--- src/rtl/and_net_sequencer_if.sv ---
// and_net_sequencer_if: request/response handshake bundle between a client and the sequencer
interface and_net_sequencer_if;
  logic       req_valid;
  logic       req_ready;
  logic [8:0] req_op;
  logic [3:0] req_mask;
  logic       abort;
  logic       rsp_valid;
  logic       rsp_ready;
  logic [4:0] rsp_data;
  logic [3:0] rsp_trace;
  modport master (
    output req_valid, req_op, req_mask, abort, rsp_ready,
    input  req_ready, rsp_valid, rsp_data, rsp_trace
  );
  modport slave (
    input  req_valid, req_op, req_mask, abort, rsp_ready,
    output req_ready, rsp_valid, rsp_data, rsp_trace
  );
endinterface

--- src/rtl/and_net_sequencer.sv ---
// and_net_sequencer: applies operands, steps stage enables in4,in3,in1,in2 with settle time, returns outputs and t trace
module and_net_sequencer #(
  parameter int SETTLE = 1
) (
  input  logic                      clk,
  input  logic                      rst,
  and_net_sequencer_if.slave        bus,
  output logic [8:0]                o_net_op,
  output logic [3:0]                o_net_en,
  input  logic                      i_net_t,
  input  logic                      i_net_n,
  input  logic                      i_net_r,
  input  logic                      i_net_k,
  input  logic                      i_net_m,
  output logic                      o_busy,
  output logic [7:0]                o_done_cnt
);
  typedef enum logic [2:0] {S_IDLE, S_APPLY, S_ST4, S_ST3, S_ST1, S_ST2, S_RESP} state_t;
  localparam logic [3:0] LOAD = 4'(SETTLE - 1);
  state_t     r_state, w_next;
  logic [3:0] r_cnt;
  logic [8:0] r_op;
  logic [3:0] r_mask;
  logic [4:0] r_data;
  logic [3:0] r_trace;
  logic [7:0] r_done;
  logic [3:0] w_en_acc;
  logic [1:0] w_idx;
  logic       w_timed, w_adv;
  always_comb begin
    w_next = r_state;
    w_timed = r_state != S_IDLE && r_state != S_RESP;
    w_adv = w_timed && r_cnt == 4'd0 && !bus.abort;
    unique case (r_state)
      S_IDLE:  w_next = bus.req_valid ? S_APPLY : S_IDLE;
      S_APPLY: w_next = S_ST4;
      S_ST4:   w_next = S_ST3;
      S_ST3:   w_next = S_ST1;
      S_ST1:   w_next = S_ST2;
      S_ST2:   w_next = S_RESP;
      S_RESP:  w_next = bus.rsp_ready ? S_IDLE : S_RESP;
      default: w_next = S_IDLE;
    endcase
    if (w_timed && !w_adv)
      w_next = bus.abort ? S_IDLE : r_state;
  end
  // Enables accumulate in dependency order; each bit gated by the request mask.
  always_comb begin
    w_en_acc = r_state == S_ST4 ? 4'b1000 :
               r_state == S_ST3 ? 4'b1100 :
               r_state == S_ST1 ? 4'b1101 :
               (r_state == S_ST2 || r_state == S_RESP) ? 4'b1111 : 4'b0000;
    w_idx = r_state == S_ST4 ? 2'd0 :
            r_state == S_ST3 ? 2'd1 :
            r_state == S_ST1 ? 2'd2 : 2'd3;
  end
  always_ff @(posedge clk or posedge rst) begin
    if (rst) begin
      r_state <= S_IDLE;
      r_cnt   <= LOAD;
      r_op    <= '0;
      r_mask  <= '0;
      r_data  <= '0;
      r_trace <= '0;
      r_done  <= '0;
    end else begin
      r_state <= w_next;
      r_cnt   <= w_next != r_state ? LOAD : r_cnt != 4'd0 ? r_cnt - 4'd1 : r_cnt;
      if (r_state == S_IDLE && bus.req_valid) begin
        r_op   <= bus.req_op;
        r_mask <= bus.req_mask;
      end
      if (w_adv && r_state != S_APPLY)
        r_trace[w_idx] <= i_net_t;
      if (w_adv && r_state == S_ST2)
        r_data <= {i_net_t, i_net_n, i_net_r, i_net_k, i_net_m};
      if (r_state == S_RESP && bus.rsp_ready)
        r_done <= r_done + 8'd1;
    end
  end
  assign o_net_op      = r_state == S_IDLE ? 9'd0 : r_op;
  assign o_net_en      = w_en_acc & r_mask;
  assign o_busy        = r_state != S_IDLE;
  assign o_done_cnt    = r_done;
  assign bus.req_ready = r_state == S_IDLE;
  assign bus.rsp_valid = r_state == S_RESP;
  assign bus.rsp_data  = r_data;
  assign bus.rsp_trace = r_trace;
endmodule

--- src/flat_wrapper.sv ---
// flat-port wrapper written by rule: the top's interface ports become plain ports
module and_net_sequencer_flat 
#(
  parameter int SETTLE = 1
)
  (clk, rst, o_net_op, o_net_en, i_net_t, i_net_n, i_net_r, i_net_k, i_net_m, o_busy, o_done_cnt, bus_req_valid, bus_req_op, bus_req_mask, bus_abort, bus_rsp_ready, bus_req_ready, bus_rsp_valid, bus_rsp_data, bus_rsp_trace);
  and_net_sequencer_if bus_i ();
  input  logic clk;
  input  logic rst;
  output logic [8:0] o_net_op;
  output logic [3:0] o_net_en;
  input  logic i_net_t;
  input  logic i_net_n;
  input  logic i_net_r;
  input  logic i_net_k;
  input  logic i_net_m;
  output logic o_busy;
  output logic [7:0] o_done_cnt;
  input wire logic [$bits(bus_i.req_valid)-1:0] bus_req_valid;
  input wire logic [$bits(bus_i.req_op)-1:0] bus_req_op;
  input wire logic [$bits(bus_i.req_mask)-1:0] bus_req_mask;
  input wire logic [$bits(bus_i.abort)-1:0] bus_abort;
  input wire logic [$bits(bus_i.rsp_ready)-1:0] bus_rsp_ready;
  output wire logic [$bits(bus_i.req_ready)-1:0] bus_req_ready;
  output wire logic [$bits(bus_i.rsp_valid)-1:0] bus_rsp_valid;
  output wire logic [$bits(bus_i.rsp_data)-1:0] bus_rsp_data;
  output wire logic [$bits(bus_i.rsp_trace)-1:0] bus_rsp_trace;
  assign bus_i.req_valid = bus_req_valid;
  assign bus_i.req_op = bus_req_op;
  assign bus_i.req_mask = bus_req_mask;
  assign bus_i.abort = bus_abort;
  assign bus_i.rsp_ready = bus_rsp_ready;
  assign bus_req_ready = bus_i.req_ready;
  assign bus_rsp_valid = bus_i.rsp_valid;
  assign bus_rsp_data = bus_i.rsp_data;
  assign bus_rsp_trace = bus_i.rsp_trace;
  and_net_sequencer #(.SETTLE(SETTLE)) u_core (.clk(clk), .rst(rst), .bus(bus_i), .o_net_op(o_net_op), .o_net_en(o_net_en), .i_net_t(i_net_t), .i_net_n(i_net_n), .i_net_r(i_net_r), .i_net_k(i_net_k), .i_net_m(i_net_m), .o_busy(o_busy), .o_done_cnt(o_done_cnt));
endmodule
--- config.mk ---
export PLATFORM = sky130hd
export DESIGN_NAME = and_net_sequencer_flat
export DESIGN_NICKNAME = d
export VERILOG_FILES = /design/src/rtl/and_net_sequencer_if.sv /design/src/rtl/and_net_sequencer.sv /design/src/flat_wrapper.sv
export SDC_FILE = /design/constraint.sdc
export NUM_CORES = 1
export LEC_CHECK = 0
export ABC_AREA = 1
export CAP_MARGIN = 20
export CORE_MARGIN = 1
export CORE_UTILIZATION = 47
export DETAILED_ROUTE_END_ITERATION = 7
export PLACE_DENSITY_LB_ADDON = 0.3
export SLEW_MARGIN = 20
export SYNTH_ARGS = -nofsm -noshare
export SYNTH_HDL_FRONTEND = slang
export SYNTH_SLANG_ARGS = --single-unit
--- constraint.sdc ---
create_clock -name clk -period 2.1 [get_ports clk]
set_clock_uncertainty 0.2 [all_clocks]
set_input_delay 0.525 -clock clk [delete_from_list [all_inputs] [get_ports clk]]
set_output_delay 0.525 -clock clk [all_outputs]
set_load 0.01 [all_outputs]
# [Yosys cells after proc, flatten, opt, wreduce, memory -nomap -nowiden]
# Cells that the tools add are included.
[word_totals] regBits=37 inputBits=23 out_inout_bits=33 word_cells=56
[classes] n_addsub=2 order_cmp=2 n_eq_ne=9 mux=18 bitwise_logic=1 reduce_logical=17
[op_table] op="4-bit two-way mux" n=6
[op_table] op="3-bit one-hot mux with 7 select lines" n=1
[op_table] op="3-bit equality test, second input constant" n=3
[op_table] op="1-bit logical AND" n=9
[op_table] op="3-bit two-way mux" n=3
[op_table] op="9-bit two-way mux" n=1
[op_table] op="8-bit by 1-bit adder with 8-bit output, second input constant" n=1
[op_table] op="3-bit by 2-bit equality test with 1-bit output, second input constant" n=2
[op_table] op="4-bit bitwise AND" n=1
[op_table] op="4-bit bitwise mux" n=1
[op_table] op="4-bit logical NOT" n=1
[op_table] op="2-bit two-way mux" n=2
[op_table] op="4-bit nonzero test" n=1
[op_table] op="4-bit by 1-bit subtractor with 4-bit output, second input constant" n=1
[op_table] op="3-bit by 1-bit equality test with 1-bit output, second input constant" n=1
[op_table] op="3-bit logical NOT" n=1
[op_table] op="2-bit by 3-bit < comparator with 1-bit output, second input constant" n=1
[op_table] op="1-bit two-way mux" n=3
[op_table] op="3-bit by 1-bit != test with 1-bit output, second input constant" n=1
[op_table] op="3-bit != test" n=1
[op_table] op="3-bit != test, second input constant" n=1
[op_table] op="3-bit nonzero test" n=1
[op_table] op="1-bit demux with 2-bit select" n=1
[op_table] op="2-bit by 1-bit greater-or-equal comparator with 1-bit output, second input constant" n=1
[op_table] op="3 further kinds" n=4

# [Logic depth before layout (Yosys ltp)]
[depth] word_depth=9 depth_mapped=11 ltp_nobuf=10

# [Least setup slack after synthesis]
# No wires, ideal clock.
[synth_timing] path_kind="flip-flop to output port" from="reg u_core.r_state[2]" to="out o_net_op[0]" t_arrival_ns=0.974 required_ns=1.375 path_slack_ns=0.401 path_stages_with_launch=6 path_buffers=1 path_cell_list="dfrtp_1 -> buf_4 -> inv_2 -> nand2_4 -> inv_2 -> nor2_1"
[synth_via] elab_chain_len=2
[synth_rtl] item="start: declaration" line="and_net_sequencer.sv:20" source="state_t r_state, w_next;"
[synth_rtl] item="start signal: assignment" line="and_net_sequencer.sv:67" source="r_state <= w_next;"
[synth_rtl] item="3-bit logical NOT"
[synth_rtl] item="net bus_req_ready" line="flat_wrapper.sv:24" source="output wire logic [$bits(bus_i.req_ready)-1:0] bus_req_ready;"
[synth_rtl] item="9-bit two-way mux" line="and_net_sequencer.sv:81" source="assign o_net_op = r_state == S_IDLE ? 9'd0 : r_op;"
[synth_rtl] item="end: declaration" line="flat_wrapper.sv:10" source="output logic [8:0] o_net_op;"
# The timed path passes the listed nets, and every way through them passes these cells.

# [Worst setup path in the final report]
[layout_timing] from="reg u_core.r_state[1]" to="out o_busy"
[layout_via] elab_chain_len=1
[layout_rtl] item="3-bit nonzero test" line="and_net_sequencer.sv:83" source="assign o_busy = r_state != S_IDLE;"
[layout_rtl] item="end: declaration" line="flat_wrapper.sv:17" source="output logic o_busy;"
# No other way between the ends.

==> summary.md <==
The run finished with clean final reports. Counting distinct cell types in the post-synthesis netlist gives 33. Cells with a size suffix above 1 make up 27.2% of the layout. The share of the yosys chip area belonging to registers came out at 48.2%. Yosys attributes the largest share of cell area to dfrtp_1 48%, nand2_1 7.0%, inv_1 5.1%.

The routed design could run at a clock period as short as 2.04 ns. STA puts the critical path data required time at 1.37 ns. Of the total synthesized cell area, the portion taken by AND, OR, NAND and NOR gates is 27.2%. The worst path uses 97.3% of the clock period. The cell type contributing the most total cell area after synthesis was dfrtp_1.

The overall die area was 4350 um^2; the area share of the leading cell type in the synthesized netlist was 48.2%. After detailed routing, the number of vias per cell comes to 4.89. The tools report the final-layout fill cell count as 291.

After Yosys synthesis, full adders, half adders and majority gates account for 1.95% of the synthesized area. Number of DRC violations after detailed routing: 0. The TritonCTS buffer count was 5. The tools report the setup slack of the critical path after layout as 0.0570 ns.

Area fraction in compound gates after synthesis: 6.45%. The routed length per instance was 12.5 um; the sum of routed wire length over all layers was 4.03 mm. Compared with the post-synthesis result, the final layout area differs by 39.0%. The tools report the routability-driven placement congestion ratio as 0.896. The deepest level of the CTS H-tree was 2. The logs give 2.94 mm for the half-perimeter wire length after detailed placement and 26.6% for the global-route track usage on met1. In this run the count of I/O pins placed on the die edge is 56. For the pin with the worst max-slew slack, the measured transition is 0.369 ns. Worst slew margin relative to its limit: 75.2%. For this run, the detailed router's first-pass iteration total came to 4. 0 antenna diodes ended up in the layout. The run gives 3800 um^2 as the standard cell core area. The final hold violation count is 0, and the first-iteration detailed-routing DRC count is 64. Data arrives at the worst endpoint at 1.32 ns. Summing over every cut layer, the via total after detailed routing is 1583.

The main combinational cell family by area after synthesis is simple AND/OR/NAND/NOR gates. For the remaining antenna violation count, the log shows 0. The class of the worst hold path is flop to flop. For this design the ratio of total power to cell area is 1290 nW/um^2. For this run, global-route usage on met2 was measured as 34.4%. The final net count was 301. From bottom edge to top edge, the die measures 65.9 um.

The number of buffers inserted by hold repair at cts came out at 0. The tools report the floorplan row count as 22. STA classifies the critical path startpoint as a flop. The average cell area after synthesis was 9.51 um^2; the number of buffers added on ports was 55. Summed over all cells, the static leakage comes to 1.31 nW. The worst setup path is captured at an output port. Post-route setup TNS: 0 ns. The logs give 0 for the initial antenna violation count and 0.29 ns for the later-pin clock latency in the skew report. TritonCTS built the clock tree. The share of the synthesized netlist area taken by xor and xnor gates is 4.56%. The root buffer cell chosen for the clock tree is clkbuf_8. Clock sink total: 37. The total grt overflow is 0, and the synthesis-stage register bit count is 37.

For this run, global-route usage on met3 was measured as 6.38%. Counting every net in the synthesized netlist gives 228. The layer carrying the most global-route usage was met2. Entering global routing, the biggest net connects 38 pins. Setup violations remaining at the end of the flow were counted as 0.

The tools report the total of max-cap violations as 0. The largest fanout of any net on the critical path works out to 4. Cells fill 70.3% of the core in the end. The run gives 1541 as the number of global-route vias before repair. At the placement stage, the worst setup path has a slack of -0.0511 ns.

The cell area that synthesis handed to floorplanning was 1920 um^2. The setup path with the least slack is of type flop to output port. Number of warnings reported in the yosys synthesis log: 0. Counting every instance in the synthesized netlist gives 202. The first-pass GRT wire length was 6.83 mm; the overall global routing resource usage was 20.9%. The initial core utilization was 50.6%. Setup repair after global routing left no endpoint under its margin. The clock passes through at most 2 buffers. Measured along the x axis, the die boundary spans 65.9 um. IR analysis of the VDD net gives a maximum drop of 0.768 mV.

The clock-pin transition on the worst setup and hold timing paths is 0.07 ns, and the number of pins with negative max-slew slack in the final report is 0. Mux share of post-synthesis cell area: 3.45%. Derived from the worst setup path, the maximum achievable clock frequency is 489 MHz.
synth_stat cells:
library cell and n:
buf_2 2, nand4_1 1, buf_4 1, nor4_1 1
nand4_4 1, inv_1 26, nor2_1 16, nand2_8 1
buf_6 2, nand3b_4 1, nor2_4 2, o21ai_0 13
nand4_2 2, nand2_2 3, nand2_1 36, nand2_4 1
nor2_2 1, inv_2 3, inv_6 1, xor2_1 6
ha_1 3, nand3_4 2, nand3_1 6, dfrtp_1 37
xnor2_1 4, mux2i_1 1, nor3_1 7, a21oi_1 5
nor2_8 1, a21oi_2 1, o21ai_1 5, nand3_2 5
mux2_2 5
cell type report:
| type | count | area (um^2) | area share, % |
|---|---|---|---|
| flip-flops and latches | 37 | 927 | 34.7 |
| multi-input cells | 130 | 858 | 32.1 |
| repair buffers | 71 | 617 | 23.1 |
| inverters | 30 | 123 | 4.59 |
| clock buffers | 5 | 68.8 | 2.58 |
| well taps | 48 | 60.1 | 2.25 |
| clock inverters | 3 | 17.5 | 0.656 |
registers in the layout, summed over array words and instances (netlist names):
register and flops:
u_core.bus.rsp_data 5, u_core.r_op 9, u_core.bus.rsp_trace 4, u_core.o_done_cnt 8
u_core.r_state 3, u_core.r_cnt 4, u_core.r_mask 4
final timing paths:
kind | from | end | slack, ns | cells after the start
setup / recovery | u_core.r_state[1] | o_busy | 0.06 | 5
hold / removal | u_core.o_done_cnt[7] | u_core.o_done_cnt[7] | 0.27 | 1
setup reg to reg | u_core.r_state[1] | u_core.bus.rsp_data[2] | 0.28 | 6
hold reg to reg | u_core.o_done_cnt[7] | u_core.o_done_cnt[7] | 0.27 | 1
max in group asynchronous | rst | u_core.o_done_cnt[0] | 1.12 | 3
min in group asynchronous | rst | u_core.r_state[0] | 0.39 | 3
worst max-delay path, stage by stage (launching register included):
cell	delay, ns
dfrtp_1	0.40
buf_4	0.15
nor2_4	0.11
nand2_4	0.07
buf_4	0.16
buf_2	0.14
per-stage QoR:
step | hold slack [ns] | total power, mW | std cells | cell area [um^2]
CTS | 0.276 | 3.45 | 324 | 2680
detailed placement | 0.261 | 2.99 | 312 | 2590
global placement | 0.270 | 2.95 | 312 | 2590
floorplan | 0.286 | 2.18 | 202 | 1920
finish | 0.274 | 3.44 | 324 | 2670
global route | 0.321 | 3.71 | 324 | 2670
placed cells by master (no fill, tap or decap), types with 2 or more instances in the layout:
cell type	n
clkdlybuf4s50_1	39
dfrtp_1	36
nand2_1	35
inv_1	26
nor2_1	16
o21ai_0	13
buf_4	13
buf_2	12
nand3_1	6
nor3_1	6
xor2_1	6
nand3_2	5
mux2_2	5
o21ai_1	5
clkbuf_8	5
xnor2_1	4
a21oi_1	3
nand2_2	3
a21oi_2	3
ha_1	3
clkbuf_2	3
inv_6	2
inv_2	2
nand4_2	2
nor2_4	2
nand2_4	2
nand3_4	2
clkinv_2	2
buf_6	2
where the power goes:
part	switching [mW]	internal (mW)	leakage [nW]	total (mW)
Sequential	0.128	0.965	0.468	1.09
Combinational	1.05	0.815	0.797	1.86
Clock	0.255	0.229	0.0439	0.483
Total	1.43	2.01	1.31	3.44
routing by layer:
layer | share of wire (%) | vias up | wire length, um
met5 | 0 | - | 0
met1 | 45 | 763 | 1800
met2 | 49 | 33 | 1980
met4 | 0.89 | 0 | 36
met3 | 5.2 | 4 | 209
li1 | - | 783 | -
cell families after synthesis:
kind of cell / count (synthesis)
flip-flops: 37
adder cells (fa/ha/maj): 3
multiplexers: 6
AND/OR/NAND/NOR: 87
AO/OA/AOI/OAI: 24
XOR/XNOR: 10
buffers and inverters: 35
timing repair:
item,in CTS,in global routing
gates cloned,0,0
gates resized for setup,60,10
setup endpoints to repair,16,8
pin swaps,1,1
hold endpoints to repair,0,0
buffers inserted,4,0
Power figures use the tool's default switching activity.
